`config.mk`:
```
export PLATFORM = sky130hd
export DESIGN_NAME = run_monitor
export DESIGN_NICKNAME = d
export VERILOG_FILES = /design/src/rtl/run_monitor.sv
export SDC_FILE = /design/constraint.sdc
export NUM_CORES = 1
export LEC_CHECK = 0
export CAP_MARGIN = 20
export CELL_PAD_IN_SITES_DETAIL_PLACEMENT = 1
export CELL_PAD_IN_SITES_GLOBAL_PLACEMENT = 1
export CORE_UTILIZATION = 50
export DETAILED_ROUTE_END_ITERATION = 6
export PLACE_DENSITY_LB_ADDON = 0.1
export RECOVER_POWER = 50
export SYNTH_ARGS = -nofsm -noshare
export SYNTH_HDL_FRONTEND = slang
export SYNTH_SLANG_ARGS = --single-unit
export TNS_END_PERCENT = 10
```
`constraint.sdc`:
```
create_clock -name clk -period 20.5 [get_ports clk]
set_input_delay 4.1 -clock clk [delete_from_list [all_inputs] [get_ports clk]]
set_output_delay 4.1 -clock clk [all_outputs]
set_load 0.005 [all_outputs]
```
`src/rtl/run_monitor.sv`:
```
// Run controller and execution tracer for the rv32i core.
// Gates core run enable, counts cycles, halts, and keeps a circular trace.
module run_monitor #(
    parameter int unsigned PC_W        = 16,
    parameter int unsigned INSTR_W     = 32,
    parameter int unsigned DATA_W      = 32,
    parameter int unsigned MAX_CYCLES  = 64,
    parameter int unsigned TRACE_DEPTH = 16,
    parameter logic [INSTR_W-1:0] HALT_INSTR = 32'h00100073
) (
    input  logic                           clk,
    input  logic                           rst_n,
    input  logic                           start,
    input  logic [PC_W-1:0]                pc,
    input  logic [INSTR_W-1:0]             instr,
    input  logic                           instr_valid,
    input  logic [DATA_W-1:0]              mem_out,
    output logic                           core_en,
    output logic                           halted,
    output logic [1:0]                     halt_cause,
    output logic [31:0]                    cycle_count,
    output logic [$clog2(TRACE_DEPTH):0]   trace_count,
    input  logic [$clog2(TRACE_DEPTH)-1:0] rd_idx,
    output logic [PC_W-1:0]                rd_pc,
    output logic [INSTR_W-1:0]             rd_instr,
    output logic [DATA_W-1:0]              rd_data
);

    localparam int unsigned AW = $clog2(TRACE_DEPTH);
    localparam int unsigned CW = AW + 1;

    localparam logic [1:0] S_IDLE = 2'd0;
    localparam logic [1:0] S_RUN  = 2'd1;
    localparam logic [1:0] S_HALT = 2'd2;

    localparam logic [1:0] C_NONE   = 2'b00;
    localparam logic [1:0] C_INVAL  = 2'b01;
    localparam logic [1:0] C_EBREAK = 2'b10;
    localparam logic [1:0] C_BUDGET = 2'b11;

    // With MAX_CYCLES=0 this wraps to all-ones but is masked off below.
    localparam logic [31:0] LAST_CYC = 32'(MAX_CYCLES - 1);
    localparam logic [CW-1:0] FULL   = CW'(TRACE_DEPTH);

    logic [1:0]    state_q, state_d;
    logic [1:0]    cause_q, cause_d;
    logic [31:0]   cyc_q, cyc_d;
    logic [CW-1:0] tcnt_q, tcnt_d;
    logic [AW-1:0] wptr_q, wptr_d;

    logic [PC_W-1:0]    rd_pc_q, rd_pc_d;
    logic [INSTR_W-1:0] rd_instr_q, rd_instr_d;
    logic [DATA_W-1:0]  rd_data_q, rd_data_d;

    logic [PC_W-1:0]    ram_pc    [TRACE_DEPTH];
    logic [INSTR_W-1:0] ram_instr [TRACE_DEPTH];
    logic [DATA_W-1:0]  ram_data  [TRACE_DEPTH];

    logic          in_run;
    logic          budget_hit;
    logic [1:0]    new_cause;
    logic          halt_now;
    logic          trace_we;
    logic [AW-1:0] rd_addr;

    // Halt detection in priority order; only meaningful while running.
    always_comb begin
        in_run     = (state_q == S_RUN);
        budget_hit = (MAX_CYCLES != 0) && (cyc_q == LAST_CYC);
        new_cause  = C_NONE;
        if (!instr_valid) begin
            new_cause = C_INVAL;
        end else if (instr == HALT_INSTR) begin
            new_cause = C_EBREAK;
        end else if (budget_hit) begin
            new_cause = C_BUDGET;
        end
        halt_now = in_run && (new_cause != C_NONE);
        // ebreak and budget cycles still retire; an invalid fetch does not.
        trace_we = in_run && instr_valid;
        rd_addr  = wptr_q - tcnt_q[AW-1:0] + rd_idx;
    end

    // Next-state and counter update for the IDLE/RUN/HALT controller.
    always_comb begin
        state_d = state_q;
        cause_d = cause_q;
        cyc_d   = cyc_q;
        tcnt_d  = tcnt_q;
        wptr_d  = wptr_q;
        case (state_q)
            S_IDLE, S_HALT: begin
                if (start) begin
                    state_d = S_RUN;
                    cause_d = C_NONE;
                    cyc_d   = '0;
                    tcnt_d  = '0;
                    wptr_d  = '0;
                end
            end
            S_RUN: begin
                if (trace_we) begin
                    wptr_d = wptr_q + AW'(1);
                    cyc_d  = cyc_q + 32'd1;
                    if (tcnt_q != FULL) begin
                        tcnt_d = tcnt_q + CW'(1);
                    end
                end
                if (halt_now) begin
                    state_d = S_HALT;
                    cause_d = new_cause;
                end
            end
            default: state_d = S_IDLE;
        endcase
    end

    // Registered trace readout, addressed relative to the oldest entry.
    always_comb begin
        rd_pc_d    = ram_pc[rd_addr];
        rd_instr_d = ram_instr[rd_addr];
        rd_data_d  = ram_data[rd_addr];
    end

    // Controller state, counters and read registers.
    always_ff @(posedge clk or negedge rst_n) begin
        if (!rst_n) begin
            state_q    <= S_IDLE;
            cause_q    <= C_NONE;
            cyc_q      <= '0;
            tcnt_q     <= '0;
            wptr_q     <= '0;
            rd_pc_q    <= '0;
            rd_instr_q <= '0;
            rd_data_q  <= '0;
        end else begin
            state_q    <= state_d;
            cause_q    <= cause_d;
            cyc_q      <= cyc_d;
            tcnt_q     <= tcnt_d;
            wptr_q     <= wptr_d;
            rd_pc_q    <= rd_pc_d;
            rd_instr_q <= rd_instr_d;
            rd_data_q  <= rd_data_d;
        end
    end

    // Trace RAM; contents deliberately survive reset.
    always_ff @(posedge clk) begin
        if (trace_we) begin
            ram_pc[wptr_q]    <= pc;
            ram_instr[wptr_q] <= instr;
            ram_data[wptr_q]  <= mem_out;
        end
    end

    // Enable drops combinationally on a halt so the core never advances.
    assign core_en     = in_run && !halt_now;
    assign halted      = (state_q == S_HALT);
    assign halt_cause  = cause_q;
    assign cycle_count = cyc_q;
    assign trace_count = tcnt_q;
    assign rd_pc       = rd_pc_q;
    assign rd_instr    = rd_instr_q;
    assign rd_data     = rd_data_q;

endmodule

```
# [Word level (Yosys, flattened, before mapping)]
# Memories as Yosys holds them, arrays and structs flattened. A register that Yosys moved wholly into a read port is not among the register bits.
# Index checks and enable logic that the tools add are counted.
[totals] register_bits=45 latch_bits=0 ramBits=1280 romBits=0 inputBits=88 out_inout_bits=121 wordCells=58 memories=3
[classes] add_sub_neg=5 mul=0 div=0 magnitude_cmp=0 eq_ne=9 shift=0 muxes=21 n_bitwise=0 n_reduce_logical=15
[mem_list] memory="ram_data" words=16 width=32 rd=1 rd_ports_with_merged_regs=1 write_ports=1 line_no="57" text="logic [DATA_W-1:0] ram_data [TRACE_DEPTH];"
[mem_list] memory="ram_instr" words=16 width=32 rd=1 rd_ports_with_merged_regs=1 write_ports=1 line_no="56" text="logic [INSTR_W-1:0] ram_instr [TRACE_DEPTH];"
[mem_list] memory="ram_pc" words=16 width=16 rd=1 rd_ports_with_merged_regs=1 write_ports=1 line_no="55" text="logic [PC_W-1:0] ram_pc [TRACE_DEPTH];"
[op_table] operator="32-bit two-way mux" n=2
[op_table] operator="32-bit case mux with 2 select lines" n=1
[op_table] operator="32-bit by 1-bit adder with 32-bit output (second input constant)" n=1
[op_table] operator="32-bit by 21-bit == test with 1-bit output (second input constant)" n=1
[op_table] operator="32-bit by 6-bit == test with 1-bit output (second input constant)" n=1
[op_table] operator="5-bit two-way mux" n=3
[op_table] operator="2-bit two-way mux" n=7
[op_table] operator="5-bit case mux with 2 select lines" n=1
[op_table] operator="4-bit two-way mux" n=2
[op_table] operator="2-bit case mux with 2 select lines" n=2
[op_table] operator="4-bit case mux with 2 select lines" n=1
[op_table] operator="2-bit by 1-bit != test with 1-bit output (second input constant)" n=3
[op_table] operator="3-bit AND reduction" n=2
[op_table] operator="5-bit by 1-bit adder with 5-bit output (second input constant)" n=1
[op_table] operator="5-bit != test (second input constant)" n=1
[op_table] operator="4-bit by 1-bit adder with 4-bit output (second input constant)" n=1
[op_table] operator="4-bit adder" n=1
[op_table] operator="1-bit zero test" n=4
[op_table] operator="4-bit AND reduction" n=1
[op_table] operator="2-bit nonzero test" n=2
[op_table] operator="4-bit subtractor" n=1
[op_table] operator="1-bit logical AND" n=3
[op_table] operator="2-bit by 1-bit == test with 1-bit output (second input constant)" n=1
[op_table] operator="2-bit == test (second input constant)" n=1
[op_table] operator="other kinds (5)" n=6

# [Depth between registers and ports, before layout]
# Gate-level depths: netlist of the first run.
[depth] depth_word=8 ltp_mapped=12 depth_no_buf=9

# [Worst setup path before layout of the first run]
# Ideal clock, no wire load.
[synth_timing] kind="in2reg" from="input port instr_valid" to="memory ram_data[3][0], enable pin" setup_ns=0.617 arrival_time_ns=10.107 required_time_ns=19.883 slack_ns=9.776 cell_stages=4 n_path_buf=1 path_cell_list="and3b_1 -> clkbuf_1 -> nand2_1 -> nor3_1"
[synth_via] elab_chain_len=3
[synth_rtl] item="start, declared" line_no="16" text="input logic instr_valid,"
[synth_rtl] item="1-bit logical AND" line_no="80" text="trace_we = in_run && instr_valid;"
[synth_rtl] item="1-bit two-way mux" line_no="150" text="if (trace_we) begin"
[synth_rtl] item="1-bit two-way mux (not written as such)" line_no="153" text="ram_data[wptr_q] <= mem_out;"
[synth_rtl] item="end, declared" line_no="57"
# Every way passes these cells.

# [Worst setup path after layout of the first run]
[layout_timing] from="input port instr[20]" to="output port core_en"
[layout_via] elab_chain_len=7
[layout_rtl] item="start, declared" line_no="15" text="input logic [INSTR_W-1:0] instr,"
[layout_rtl] item="32-bit by 21-bit == test with 1-bit output" line_no="73" text="end else if (instr == HALT_INSTR) begin"
[layout_rtl] item="2-bit two-way mux" line_no="73"
[layout_rtl] item="2-bit two-way mux" line_no="71" text="if (!instr_valid) begin"
[layout_rtl] item="2-bit nonzero test" line_no="78" text="halt_now = in_run && (new_cause != C_NONE);"
[layout_rtl] item="1-bit logical AND" line_no="78"
[layout_rtl] item="1-bit zero test" line_no="158" text="assign core_en = in_run && !halt_now;"
[layout_rtl] item="1-bit logical AND" line_no="158"
[layout_rtl] item="end, declared" line_no="18" text="output logic core_en,"
# Every way passes these cells.

==> out/metrics.yaml, run 1 <==
status:
  status: "finished, violations left"
  failed_checks: "capacitance limit, slew limit"
detailed_routing:
  via_per_inst: 6.01
  antenna_left: 0
  wl_per_cell_um: 29.6
  drcViolationCount: 0
  vias: 26346
  drtPass1Iterations: 5
  drt_iter0_drc: 2341
  wl_mm: 130
sta:
  relSlewSlack_pct: -127
  min_period_ns: 11.59
  hold_viol_final: 0
  whs_ns: 0.551
  rsz0062_at_grt: "false"
  finalSetupViolations: 0
  drv_slew: 183
  fin_crit_sh_pct: 56.5
  fmaxAchievable_mhz: 86.3
  clock_skew_ns: 0.0241
  tns_ns: 0
  tightest_slew_ns: 3.41
cells_and_area:
  drive_gt1_share_pct: 20.1
  area_growth_pct: 16.0
  layout_commonest_cell: "edfxtp_1"
  fill_cells: 8924
  mostFrequentLayoutCells: "1280 x edfxtp_1, 343 x nand2_1, 320 x mux4_2"
  finalNetCount: 2970
critical_path:
  critical_path_class: "primary input to primary output"
  crit_required_ns: 16.40
  cp-start-kind: "primary input"
  slowest_delay_ns: 0.88
  end_kind: "primary output"
  crit_family: "simple AND/OR/NAND/NOR gates"
  cp_max_fo: 17
  cp_cell_sequence: "dlygate4sd3_1 > nor4b_1 > nand4_1 > nor3_1 > or2_2 > nor2_1 > clkdlybuf4s50_1"
  cp_num_buf_inv: 2
  critPathSlowestCell: "dlygate4sd3_1"
  r2r_slack_ns: 14.87
  worst_ep_arrival_time_ns: 7.49
grt:
  gr-usage-all-layers_pct: 24.5
  grt_first_pass_wirelength_mm: 190
  gr-total-overflow: 0
  grt_pass1_vias: 28214
  grt_max_degree: 143
  antenna_found_initial: 23
cts:
  htreeDepth: 4
  hold_buffers: 0
  clk-insertion-delay-late_ns: 0.75
  clock_sinks: 1405
  max-clock-path-buffers: 3
  clk_pin_slew_ns: 0.06
  postCtsSetupRepairBufs: 0
  cts_tree: "built"
  numCtsBuffers: 143
  clock-root-buffer: "clkbuf_16"
  cts_resized: 0
job:
  drv_cap: 5
floorplanning:
  coreArea_um2: 105000
  ios: 209
  die_w_um: 328
  die_y_um: 328
  rows: 119
  fp.dieArea_um2: 108000
  start_util_pct: 50.4
yosys:
  synth_area_leaders: "edfxtp_1 72%, mux4_2 14%, dfrtp_1 5.9%"
  yosysTopAreaCell: "edfxtp_1"
  syn_nets: 2689
  yosys.cell_types.count: 44
  synth_edf_count: 1280
  ys.flop_type: "edfxtp_1"
  ys_seq_area_share_pct: 78.3
  syn_area_per_cell_um2: 20.5
  synth_top_area_share_pct: 72.4
  syn_inst: 2587
  synth_area_um2: 53100
  synth_seq_cells: 1405
  async_flop_share_pct: 8.90
  yosysWarnings: 0
power:
  p_leak_nw: 20.2
  p_total_w: 0.0102
  cellPowerDensity_nw_per_um2: 165
  ir_drop_mv: 0.412
placed_design:
  gp_congestion: 0.744
  io_buffers: 208
  dp_hpwl_mm: 65.5
hold_path:
  hp-class: "register to register"
-- stage by stage --
| stage | util [%] | cells | setup WS [ns] | cell area, um^2 |
|---|---|---|---|---|
| after floorplan | - | 2587 | 9.78 | 53100 |
| after global placement | 54.2 | 4112 | 8.74 | 57000 |
| after detailed placement | 54.2 | 4112 | 8.92 | 57000 |
| after CTS | 58.5 | 4373 | 8.92 | 61600 |
| after global routing | 58.5 | 4377 | 8.80 | 61600 |
| final | 58.5 | 4382 | 8.91 | 61600 |
-- cell usage after synthesis, drive strengths merged (15+ instances only) --
master and number:
edfxtp 1280, nand2 343, mux4 320, dfrtp 125, and3 85, clkbuf 83, a31oi 80, nor2 54
buf 47, xor2 22, nand4 20, o21ai 15, xnor2 15
-- state kept, by name (all words and copies together) (netlist names), 4 cells and up --
signal and count:
cycle_count 32, ram_instr 512, ram_data 512, rd_pc 16, rd_instr 32, trace_count 5
rd_data 32, ram_pc 256, wptr_q 4
-- cell type report --
type                       count  area (um^2)  share of cell area (%)
sequential                  1405        41600                    67.5
multi-input combinational   1038        11100                    18.0
clock buffer                 192         3840                    6.24
timing repair buffer         266         2590                    4.20
tap                         1391         1740                    2.82
clock inverter                69          687                    1.11
inverter                      14         52.6                  0.0853
antenna                        7         17.5                  0.0284
-- worst paths after layout --
check                               from              end  cells past startpoint
max                            instr[20]          core_en                      7
min                        halt_cause[1]    halt_cause[1]                      2
max reg2reg                    wptr_q[0]      rd_data[18]                     12
min reg2reg                halt_cause[1]    halt_cause[1]                      2
max in group asynchronous          rst_n  cycle_count[26]                      2
min in group asynchronous          rst_n     rd_instr[17]                      1
-- where the power goes --
| group | internal [W] | switching (W) | total [W] |
|---|---|---|---|
| Combinational | 0.00194 | 0.00236 | 0.00430 |
| Clock | 0.00145 | 0.00107 | 0.00253 |
| Sequential | 0.00330 | 0.0000725 | 0.00337 |
-- metal layers --
layer	part of all wire [%]	vias to the layer above	track usage, %	routed length (um)
met5	0.071	-	0	92
met4	1.8	14	5.89	2310
met3	5.0	186	4.05	6460
met2	50	742	40.9	65000
met1	43	14366	34.1	55600
li1	-	11038	-	-
-- worst min-delay path, stage by stage (launching register included) --
cell,delay [ns]
dfrtp_1,0.36
o21ai_0,0.08
o21ai_0,0.07
-- cell families after synthesis --
| family | Yosys count | synth area share [%] |
|---|---|---|
| flops | 1405 | 78.3 |
| simple gates | 555 | 4.73 |
| mux | 320 | 13.6 |
| buf+inv | 144 | 1.11 |
| compound gates | 112 | 1.34 |
| xor+xnor | 37 | 0.610 |
| fa+ha+maj | 14 | 0.372 |
No activity file was read; power rests on OpenSTA's default activity.
==> inputs of run 2 (changes only) <==
Settings changed: CORE_UTILIZATION 50 to 48.
Clock period 20.5 ns to 10.2 ns, I/O delays scaled along.
==> run 2 against run 1 <==
Net effect: flip-flop and latch count is the same; die area is 4.1% higher; utilization down 1.8 points; largest cell class unchanged; non-clock buffer count decreased by 11; clock skew down 0.0053 ns; routed wire length is 2.9% higher; worst setup slack lost 6.1 ns; the run still ends with capacitance limit, slew limit left; via count up 0.20%; sequential power rose by 100%.
==> out/metrics.yaml, run 2 (synthesized netlist as in run 1, its figures left out) <==
status:
  status: "finished, violations left"
  failed_checks: "capacitance limit, slew limit"
sta:
  fin_crit_sh_pct: 72.2
  whs_ns: 0.533
  min_period_ns: 7.36
  hold_viol_final: 0
  clock_skew_ns: 0.0188
  finalSetupViolations: 0
  tightest_slew_ns: 4.05
  layout_setup_ws_ns: 2.84
  rsz0062_at_grt: "false"
  tns_ns: 0
  fmaxAchievable_mhz: 136
  relSlewSlack_pct: -170
  drv_slew: 140
cts:
  clk-insertion-delay-late_ns: 0.74
  htreeDepth: 4
  clk_pin_slew_ns: 0.06
  postCtsSetupRepairBufs: 0
  cts_tree: "built"
  hold_buffers: 0
  max-clock-path-buffers: 3
  clock-root-buffer: "clkbuf_16"
  numCtsBuffers: 147
  cts_resized: 0
  clock_sinks: 1405
detailed_routing:
  wl_mm: 133
  via_per_inst: 5.91
  drt_iter0_drc: 2280
  topRoutingLayerUsed: "met5"
  wl_met3_mm: 7.34
  vias: 26399
  met1_length_mm: 57.4
  antenna_left: 0
  drcViolationCount: 0
  drtPass1Iterations: 7
  wl_per_cell_um: 29.8
  dr_wl_met2_mm: 65.6
floorplanning:
  fp.dieArea_um2: 112000
  ios: 209
  die_w_um: 335
  coreArea_um2: 109000
  rows: 121
  die_y_um: 335
  start_util_pct: 48.6
power:
  switching_power_w: 0.00706
  internal_power_w: 0.0136
  p_total_w: 0.0207
  swShare_pct: 34.1
  pwr-share-clk_pct: 25.7
  p_leak_nw: 20.4
  seqPwrFrac_pct: 32.8
  comb_power_share_pct: 41.5
  cellPowerDensity_nw_per_um2: 334
  ir_drop_mv: 0.707
critical_path:
  critPathSlowestCell: "clkbuf_1"
  crit_family: "buffers and inverters"
  end_kind: "asynchronous set/reset pin"
  slowest_delay_ns: 2.99
  critical_path_class: "primary input to asynchronous set/reset pin"
  cp-start-kind: "primary input"
  crit_required_ns: 10.10
  worst_ep_arrival_time_ns: 7.26
  worst_path_most_repeated_cell: "clkbuf_1"
  cp_max_fo: 42
  cp_cell_sequence: "clkbuf_1 > clkbuf_1"
  cp_num_buf_inv: 2
hold_path:
  hp-class: "register to register"
grt:
  grt_max_degree: 153
  grt_first_pass_wirelength_mm: 194
  gr-total-overflow: 0
  grt_pass1_vias: 28389
  antenna_found_initial: 25
  gr-usage-all-layers_pct: 24.2
placed_design:
  pre_cts_ws_ns: 3.30
  dp_hpwl_mm: 63.8
  io_buffers: 208
  gp_congestion: 0.792
cells_and_area:
  drive_gt1_share_pct: 20.1
  mostFrequentLayoutCells: "1280 x edfxtp_1, 343 x nand2_1, 320 x mux4_2"
  layout_commonest_cell: "edfxtp_1"
  reg_top3: "ram_data (512), ram_instr (512), ram_pc (256)"
  fill_cells: 9380
  area_growth_pct: 16.7
  finalNetCount: 2963
job:
  drv_cap: 4
## run 2: worst paths after layout
kind / end / slack (ns) / cells after the start / start
worst max-delay path: rd_pc[10] / 2.84 / 2 / rst_n
worst min-delay path: halt_cause[1] / 0.53 / 2 / halt_cause[1]
worst max register to register: rd_data[19] / 5.77 / 10 / wptr_q[2]
worst min register to register: halt_cause[1] / 0.53 / 2 / halt_cause[1]
max in group clk: core_en / 3.30 / 7 / instr[20]
min in group asynchronous: rd_instr[18] / 2.32 / 1 / rst_n
## run 2: stage by stage
step	cells	cell area [um^2]	utilization, %
2_1_floorplan	2587	53100	-
3_3_place_gp	4186	57200	52.3
3_5_place_dp	4186	57200	52.3
4_1_cts	4459	62000	56.7
5_1_grt	4461	62000	56.7
6_report	4465	62000	56.7
## run 2: power by group through the flow
stage	logic, W	registers [W]	clock network, W
3_5_place_dp	0.00875	0.00691	0
2_1_floorplan	0.00602	0.00686	0
4_1_cts	0.00879	0.00679	0.00542
6_report	0.00859	0.00678	0.00533
3_3_place_gp	0.00862	0.00690	0
5_1_grt	0.00937	0.00681	0.00561
## run 2: area by class of cell
class | instances | area [um^2] | share of cell area (%)
antenna | 4 | 10.0 | 0.0162
clock buffer | 219 | 4220 | 6.81
clock inverter | 54 | 602 | 0.971
inverter | 14 | 52.6 | 0.0848
multi-input combinational | 1038 | 11100 | 17.9
sequential | 1405 | 41600 | 67.1
tap | 1476 | 1850 | 2.98
timing repair buffer | 255 | 2610 | 4.20
## run 2: layer usage
layer,track usage (%),vias up
li1,-,11024
met1,33.9,14376
met2,39.5,764
met3,4.57,209
met4,6.28,26
met5,0,-
==> inputs of run 3 (changes only) <==
Clock period 10.2 ns to 6.7 ns, I/O delays scaled along.
==> run 3 against run 2 <==
Net effect: the flow still finishes with violations (capacitance limit, slew limit); combinational power rose by 54%; utilization rose by 0.15 points; highest routed layer unchanged; global-route usage fell by 0.29 points; critical endpoint is now core_en; sequential power rose by 52%.
==> out/metrics.yaml, run 3 (synthesized netlist as in run 1, its figures left out) <==
status:
  status: "finished, violations left"
  failed_checks: "capacitance limit, slew limit"
sta:
  hold_viol_final: 0
  layout_setup_ws_ns: 1.23
  tns_ns: 0
  min_period_ns: 5.47
  finalSetupViolations: 0
  fin_crit_sh_pct: 81.6
  fmaxAchievable_mhz: 183
  tightest_slew_ns: 3.82
  rsz0062_at_grt: "false"
  drv_slew: 42
  clock_skew_ns: 0.0302
  relSlewSlack_pct: -154
critical_path:
  critPathSlowestCell: "dlygate4sd3_1"
  cp_num_buf_inv: 2
  worst_ep_arrival_time_ns: 4.13
  slowest_delay_ns: 0.76
  worstSetupPathDepth: 7
  worst_r2r_path_depth: 9
  crit_family: "simple AND/OR/NAND/NOR gates"
  crit_required_ns: 5.36
  critical_path_class: "primary input to primary output"
  end_kind: "primary output"
  cp_cell_sequence: "dlygate4sd3_1 > nor4_1 > nand4_1 > nor3_1 > or2_2 > nor2_1 > clkdlybuf4s50_1"
  cp-start-kind: "primary input"
  cp_max_fo: 17
cells_and_area:
  area_growth_pct: 17.0
  layout_commonest_cell: "edfxtp_1"
  fin_cells: 4478
  finalNetCount: 2977
  drive_gt1_share_pct: 20.4
  stdcell_area_um2: 62100
  mostFrequentLayoutCells: "1280 x edfxtp_1, 343 x nand2_1, 320 x mux4_2"
  reg_top3: "ram_data (512), ram_instr (512), ram_pc (256)"
detailed_routing:
  antenna_left: 0
  drtPass1Iterations: 5
  drcViolationCount: 0
  wl_mm: 132
  via_per_inst: 5.88
  drt_iter0_drc: 2211
  wl_per_cell_um: 29.4
  vias: 26325
placed_design:
  pre_cts_ws_ns: 1.09
  gp_congestion: 0.808
  dp_hpwl_mm: 64.7
  dpl_cell_area_um2: 57500
  placedCellCount: 4203
  io_buffers: 208
cts:
  max-clock-path-buffers: 3
  htreeDepth: 4
  clock_sinks: 1405
  hold_buffers: 0
  cts_tree: "built"
  numCtsBuffers: 146
  postCtsSetupRepairBufs: 0
  clk-insertion-delay-late_ns: 0.75
  clk_pin_slew_ns: 0.06
  clock-root-buffer: "clkbuf_16"
  cts_resized: 0
floorplanning:
  ios: 209
  fp.dieArea_um2: 112000
  die_y_um: 335
  rows: 121
  coreArea_um2: 109000
  start_util_pct: 48.6
  die_w_um: 335
hold_path:
  hp-class: "register to register"
  worstHoldPathCells: 2
grt:
  grt_max_degree: 100
  antenna_found_initial: 21
  gr-usage-all-layers_pct: 23.9
  grt_first_pass_wirelength_mm: 193
  gr-total-overflow: 0
  grt_pass1_vias: 28541
power:
  p_leak_nw: 20.4
  cellPowerDensity_nw_per_um2: 507
  ir_drop_mv: 0.860
job:
  drv_cap: 1
## run 3: changes by cell type in the layout (fill, tap and decap cells not counted), sizes merged
| cell | before | now |
|---|---|---|
| inv | 23 | 21 |
| diode | 4 | 9 |
| clkdlybuf4s50 | 122 | 125 |
| dlygate4sd3 | 85 | 82 |
| buf | 44 | 58 |
| clkinv | 34 | 49 |
| clkbuf | 223 | 204 |
## run 3: cell type report
cell class,count,area [um^2]
multi-input cells,1038,11100
fillers,9454,47200
diodes,9,22.5
well taps,1476,1850
flip-flops and latches,1405,41600
clock inverters,67,643
repair buffers,270,2850
clock buffers,199,4070
inverters,14,52.6
## run 3: layer usage
layer  GRT usage [%]  wire length, um  part of all wire (%)  up-vias
met4            5.56             2100                   1.6       10
met5               0               66                 0.050        -
met2            40.0            65600                    50      718
met1            33.5            56900                    43    14395
li1                -                -                     -    11050
met3            3.73             6860                   5.2      152
## run 3: worst min-delay path, stage by stage, from the launching register on
cell and delay (ns):
dfrtp_1 0.39, xor2_1 0.08, nor2_1 0.07
## run 3: report_power, final
group          switching (W)  leakage [nW]  internal [W]
Clock                0.00330          2.31       0.00464
Sequential          0.000242          13.1        0.0101
Combinational        0.00718          5.04       0.00603
## run 3: stage by stage
step | hold slack (ns) | util [%] | power (W)
after floorplan | 0.495 | - | 0.0196
after global placement | 0.554 | 52.6 | 0.0238
after detailed placement | 0.585 | 52.6 | 0.0240
after CTS | 0.598 | 56.9 | 0.0320
after global routing | 0.632 | 56.8 | 0.0331
final | 0.590 | 56.8 | 0.0315
## run 3: final timing paths
kind / slack [ns] / endpoint / start
hold / removal: 0.59 / trace_count[4] / trace_count[4]
max in group asynchronous: 1.95 / rd_instr[18] / rst_n
min in group asynchronous: 0.64 / rd_instr[20] / rst_n
setup / recovery: 1.23 / core_en / instr[28]
hold reg to reg: 0.59 / trace_count[4] / trace_count[4]
setup reg to reg: 2.71 / rd_data[15] / wptr_q[2]
==> variant 1 (flow settings as in run 2) <==
Reset style: synchronous (`rst_n`), changed in one clocked block.
--- a/src/rtl/run_monitor.sv
+++ b/src/rtl/run_monitor.sv
@@ -125,3 +125,3 @@
     // Controller state, counters and read registers.
-    always_ff @(posedge clk or negedge rst_n) begin
+    always_ff @(posedge clk) begin
         if (!rst_n) begin
Check against the original RTL: differs if rst_n is asserted again (counterexample within 4 cycles, from zero or initial values and one cycle with rst_n low); with rst_n held inactive, the same outputs for 4 cycles.
==> variant 1 against run 2 <==
  * The run still ends with capacitance limit, slew limit left
  * Area after synthesis shrank 0.22%
  * Critical path depth grew 3
  * Register-to-register slack lost 1.4 ns
  * Cell area shrank 0.46%
  * Sequential cell count is the same
  * Worst hold slack lost 0.015 ns
  * Maximum frequency grew 0.49%
  * Setup slack gained 0.036 ns
  * Wire length shrank 0.65%
Power is not compared: it rests on default switching activity, and its combinational part moved more than twofold at a synthesized area within 25%.
==> variant 1: results (changes against run 2) <==
| Metric | Value |
|---|---|
| Status | `finished, violations left` |
| Failing checks | `capacitance limit, slew limit` |
| Placed instance count | `4268 (+2.0%)` |
| DR vias | `26552 (+0.58%)` |
| Largest net degree at the start of global routing | `109 (-29%)` |
| R2r setup slk | `4.38 ns (-1.39 ns)` |
| Seq/Total Area, Yosys | `77.26% (-1.0 points)` |
| Slew Viols, Final | `63 (-55%)` |
| Ratio of cells with drive above 1 in the final layout | `19.62% (-0.52 points)` |
| Max-cap violation count | `2 (-2)` |
| GP Congestion | `0.7151 (-9.7%)` |
| Vias in the first global route | `28413 (+0.085%)` |
| Reg2Reg Launch Point | `state_q[0]` |
| Cell count after synthesis | `2689 (+3.9%)` |
| Worst Path Arrival | `7.69 ns (+0.43 ns)` |
| Synth area leaders | `edfxtp_1, mux4_2, dfxtp_1` |
| Iteration-0 DRC count of the detailed router | `2217 (-2.8%)` |
| Tot GR Track Use | `23.99% (-0.24 points)` |
| Critical-path top delay cell | `and2_0` |
| Via density | `5.836 (-1.3%)` |
| Asr flop ratio synth | `0% (-8.9 points)` |
| Pre-CTS WS | `3.109 ns (-0.1877 ns)` |
| Max Fclk | `136.5 MHz (+0.49%)` |
| Min-delay src | `cycle_count[1]` |
| Placed Area | `56750 sq um (-0.76%)` |
| Mapped Nets | `2791 (+3.8%)` |
| WS Path Type | `primary input to flop` |
| Commonest cells in the netlist | `edfxtp_1, nand2_1, mux4_2` |
| First-pass GRT wire length | `192.1 mm (-1.0%)` |
[variant 1: cell count changes in the layout (fill, tap and decap cells not counted), sizes merged, moves of 9 or more]
| cell | change |
|---|---|
| nand3 | +165 |
| a31oi | -80 |
| clkdlybuf4s50 | -33 |
| dfrtp | -125 |
| dfxtp | +125 |
| dlygate4sd3 | +33 |
| xnor2 | +12 |
| and2 | +17 |
| o21ai | -9 |
| xor2 | -13 |
| nor2 | -17 |
[variant 1: cells by family (layout without fill, tap and decap cells)]
| logic type | count (synthesis) | count (layout) | synth area share (%) |
|---|---|---|---|
| buf+inv | 163 | 543 | 1.348 |
| fa+ha+maj | 14 | 14 | 0.3731 |
| xor+xnor | 36 | 36 | 0.6588 |
| simple gates | 722 | 722 | 6.385 |
| flops | 1405 | 1405 | 77.26 |
| compound gates | 29 | 29 | 0.3731 |
| mux | 320 | 320 | 13.60 |
| other cells | 0 | 5 | 0 |
[variant 1: worst max-delay path, delay by kind of cell]
kind | cells | cell delay, ns
buf+inv | 2 | 1.68
simple gates | 3 | 3.87
[variant 1: cell type report]
cell class | instances | area, sq um
antenna | 5 | 12.51
clock inverter | 60 | 638.1
clock buffer | 214 | 4247
inverter | 21 | 78.83
multi-input combinational | 1121 | 11400
tap | 1476 | 1847
timing repair buffer | 248 | 2524
sequential | 1405 | 40940
fill | 9450 | 47470
[variant 1: layer usage]
layer	global-route usage, %	vias to the layer above	share of wire, %
li1	-	11262	-
met1	33.34	14319	43
met2	39.83	767	50
met3	3.740	192	4.9
met4	6.266	12	1.9
met5	0	-	0.057
[variant 1: power breakdown]
group | switching, mW | leakage, nW | total, mW | internal (mW)
sequential | 0.0506 | 12.5 | 6.41 | 6.36
clock | 2.19 | 2.39 | 5.37 | 3.18
combinational | 0.743 | 5.14 | 1.33 | 0.589
==> variant 2 (flow settings as in run 2) <==
Made on the original files. Change the parameter `PC_W` from 16 to 12.
--- a/src/rtl/run_monitor.sv
+++ b/src/rtl/run_monitor.sv
@@ -3,3 +3,3 @@
 module run_monitor #(
-    parameter int unsigned PC_W        = 16,
+    parameter int unsigned PC_W        = 12,
     parameter int unsigned INSTR_W     = 32,
Interface: changed (resized pc and rd_pc); port bits go from 209 to 201. No check against the original RTL was run, so the function may have changed too.
==> variant 2 against run 2 <==
  * The run still ends with capacitance limit, slew limit left
  * Area after synthesis shrank 4.6%
  * Register-to-register slack lost 0.13 ns
  * Setup slack lost 0.61 ns
  * Power shrank 4.2%
  * Clock skew grew 0.00070 ns
  * Cell area shrank 4.8%
  * Sequential cell count shrank 68
  * Count of clock-buffer cells in the layout shrank 25
  * Global-route usage shrank 0.14 points
  * Sequential share of layout area shrank 0.053 points
  * Synthesized cell count shrank 4.1%
  * Wire length shrank 5.0%
  * Largest cell class unchanged
==> variant 2: results (changes against run 2) <==
| Metric | Value |
|---|---|
| Synth area leaders | `edfxtp_1, mux4_2, dfrtp_1` |
| Iteration-0 DRC count of the detailed router | `2136 (-6.3%)` |
| Reg2Reg Launch Point | `wptr_q[2]` |
| Post-Synth Adder-Cell Area | `0.3903% (+0.018 points)` |
| Post-synthesis mux area share | `13.52% (-0.055 points)` |
| Placed instance count | `3980 (-4.9%)` |
| R2R Path End | `rd_pc[10]` |
| First-pass GRT wire length | `184.4 mm (-5.0%)` |
| Worst Path Arrival | `8.50 ns (+1.24 ns)` |
| Hold slack | `0.5908 ns (+0.05740 ns)` |
| GP Congestion | `0.7218 (-8.8%)` |
| Filler cells | `8942 (-4.7%)` |
| Initial DRT Pass Iterations | `5 (-2)` |
| Vias in the first global route | `27058 (-4.7%)` |
| Min-delay src | `cycle_count[31]` |
| Least-Margin Pin Slew | `3.828 ns (-0.2184 ns)` |
| Largest registers | `ram_data x512, ram_instr x512, ram_pc x192` |
| Compound-cell area share of the yosys netlist | `1.334% (-0.0020 points)` |
| WL/cell | `29.83 um (about the same)` |
| Detailed placer's ending HPWL | `60.38 mm (-5.4%)` |
| Initial antenna violation count | `17 (-32%)` |
| Pre-CTS WS | `2.376 ns (-0.9206 ns)` |
| Failing checks | `capacitance limit, slew limit` |
| IO buf count | `200 (-3.8%)` |
| Multi-input gate area | `10620 sq um (-4.0%)` |
| Max-cap violation count | `3 (-1)` |
| Clock skew | `0.01953 ns (+0.0007004 ns)` |
| Hold worst-path end | `cycle_count[31]` |
| Ratio of cells with drive above 1 in the final layout | `20.29% (+0.15 points)` |
| Mapped Nets | `2580 (-4.1%)` |
| Worst IR Drop VDD | `0.7666 mV (+8.4%)` |
| Synth cell types | `48 (+9.1%)` |
| DR vias | `25247 (-4.4%)` |
| Post-synth EDFFs | `1216 (-5.0%)` |
| Clock transition at path regs | `0.06 ns (about the same)` |
| R2r setup slk | `5.64 ns (-0.13 ns)` |
| Tot GR Track Use | `24.09% (-0.14 points)` |
| Commonest cells in the netlist | `edfxtp_1, nand2_1, mux4_2` |
| CTS Buf Count | `141 (-4.1%)` |
| Via density | `5.947 (+0.59%)` |
| Worst skew pair latency | `0.73 ns` |
| Slew Viols, Final | `126 (-10%)` |
| Final net count | `2842 (-4.1%)` |
| Post-Syn Area per Cell | `20.41 sq um (-0.58%)` |
| Leakage power | `19.36 nW (-5.0%)` |
| Crit path max fanout | `48 (+14%)` |
| Status | `finished, violations left` |
| Placed Area | `54460 sq um (-4.8%)` |
| Xor/xnor share of the synthesized area | `0.5706% (-0.040 points)` |
| Largest net degree at the start of global routing | `153 (unchanged)` |
| Seq/Total Area, Yosys | `78.07% (-0.20 points)` |
| Internal power | `13.02 mW (-4.6%)` |
| Period utilization | `78.18% (+6.0 points)` |
| Asr flop ratio synth | `9.050% (+0.15 points)` |
==> variant 2: final cells by class <==
| class | instances | share of cell area (%) |
|---|---|---|
| inverter | 20 | 0.1272 |
| clock inverter | 64 | 0.9225 |
| tap | 1380 | 2.927 |
| multi-input combinational | 995 | 18.00 |
| antenna | 6 | 0.02545 |
| clock buffer | 194 | 6.773 |
| sequential | 1337 | 67.02 |
| timing repair buffer | 249 | 4.199 |
==> variant 2: cell families (layout without fill, tap and decap cells) <==
logic type / Yosys count / in the layout
buffers and inverters: 150 / 527
DFF: 1337 / 1337
adders and majority gates: 14 / 14
other: 0 / 6
muxes: 304 / 304
xor gates and xnor gates: 33 / 33
AOI/OAI and AO/OA: 107 / 107
and+or+nand+nor: 537 / 537
==> variant 2: worst max path at each step <==
stage | from | to | cells past startpoint
final | rst_n | rd_instr[2] | 3
after global placement | instr[25] | core_en | 6
after CTS | instr[25] | core_en | 6
after global routing | rst_n | rd_instr[25] | 3
after floorplan | instr_valid | ram_data[0][0] | 5
after detailed placement | instr[25] | core_en | 6
==> variant 2: power by group through the flow <==
stage | Combinational, mW | Sequential (mW) | Clock [mW]
global placement | 8.38 | 6.58 | 0
CTS | 8.53 | 6.48 | 5.12
global route | 9.09 | 6.49 | 5.29
detailed placement | 8.48 | 6.59 | 0
finish | 8.34 | 6.47 | 5.02
floorplan | 5.87 | 6.54 | 0
==> variant 2: per-layer routing <==
layer / GRT usage, % / vias up / routed length (um)
met5: 0 / - / 105
met3: 4.002 / 179 / 6456
li1: - / 10563 / -
met4: 5.679 / 16 / 2148
met2: 39.99 / 700 / 63660
met1: 33.67 / 13789 / 54250
==> variant 2: critical path, cell delays in order <==
cell	delay, ns
clkbuf_1	1.96
clkbuf_1	2.82
clkbuf_2	1.56
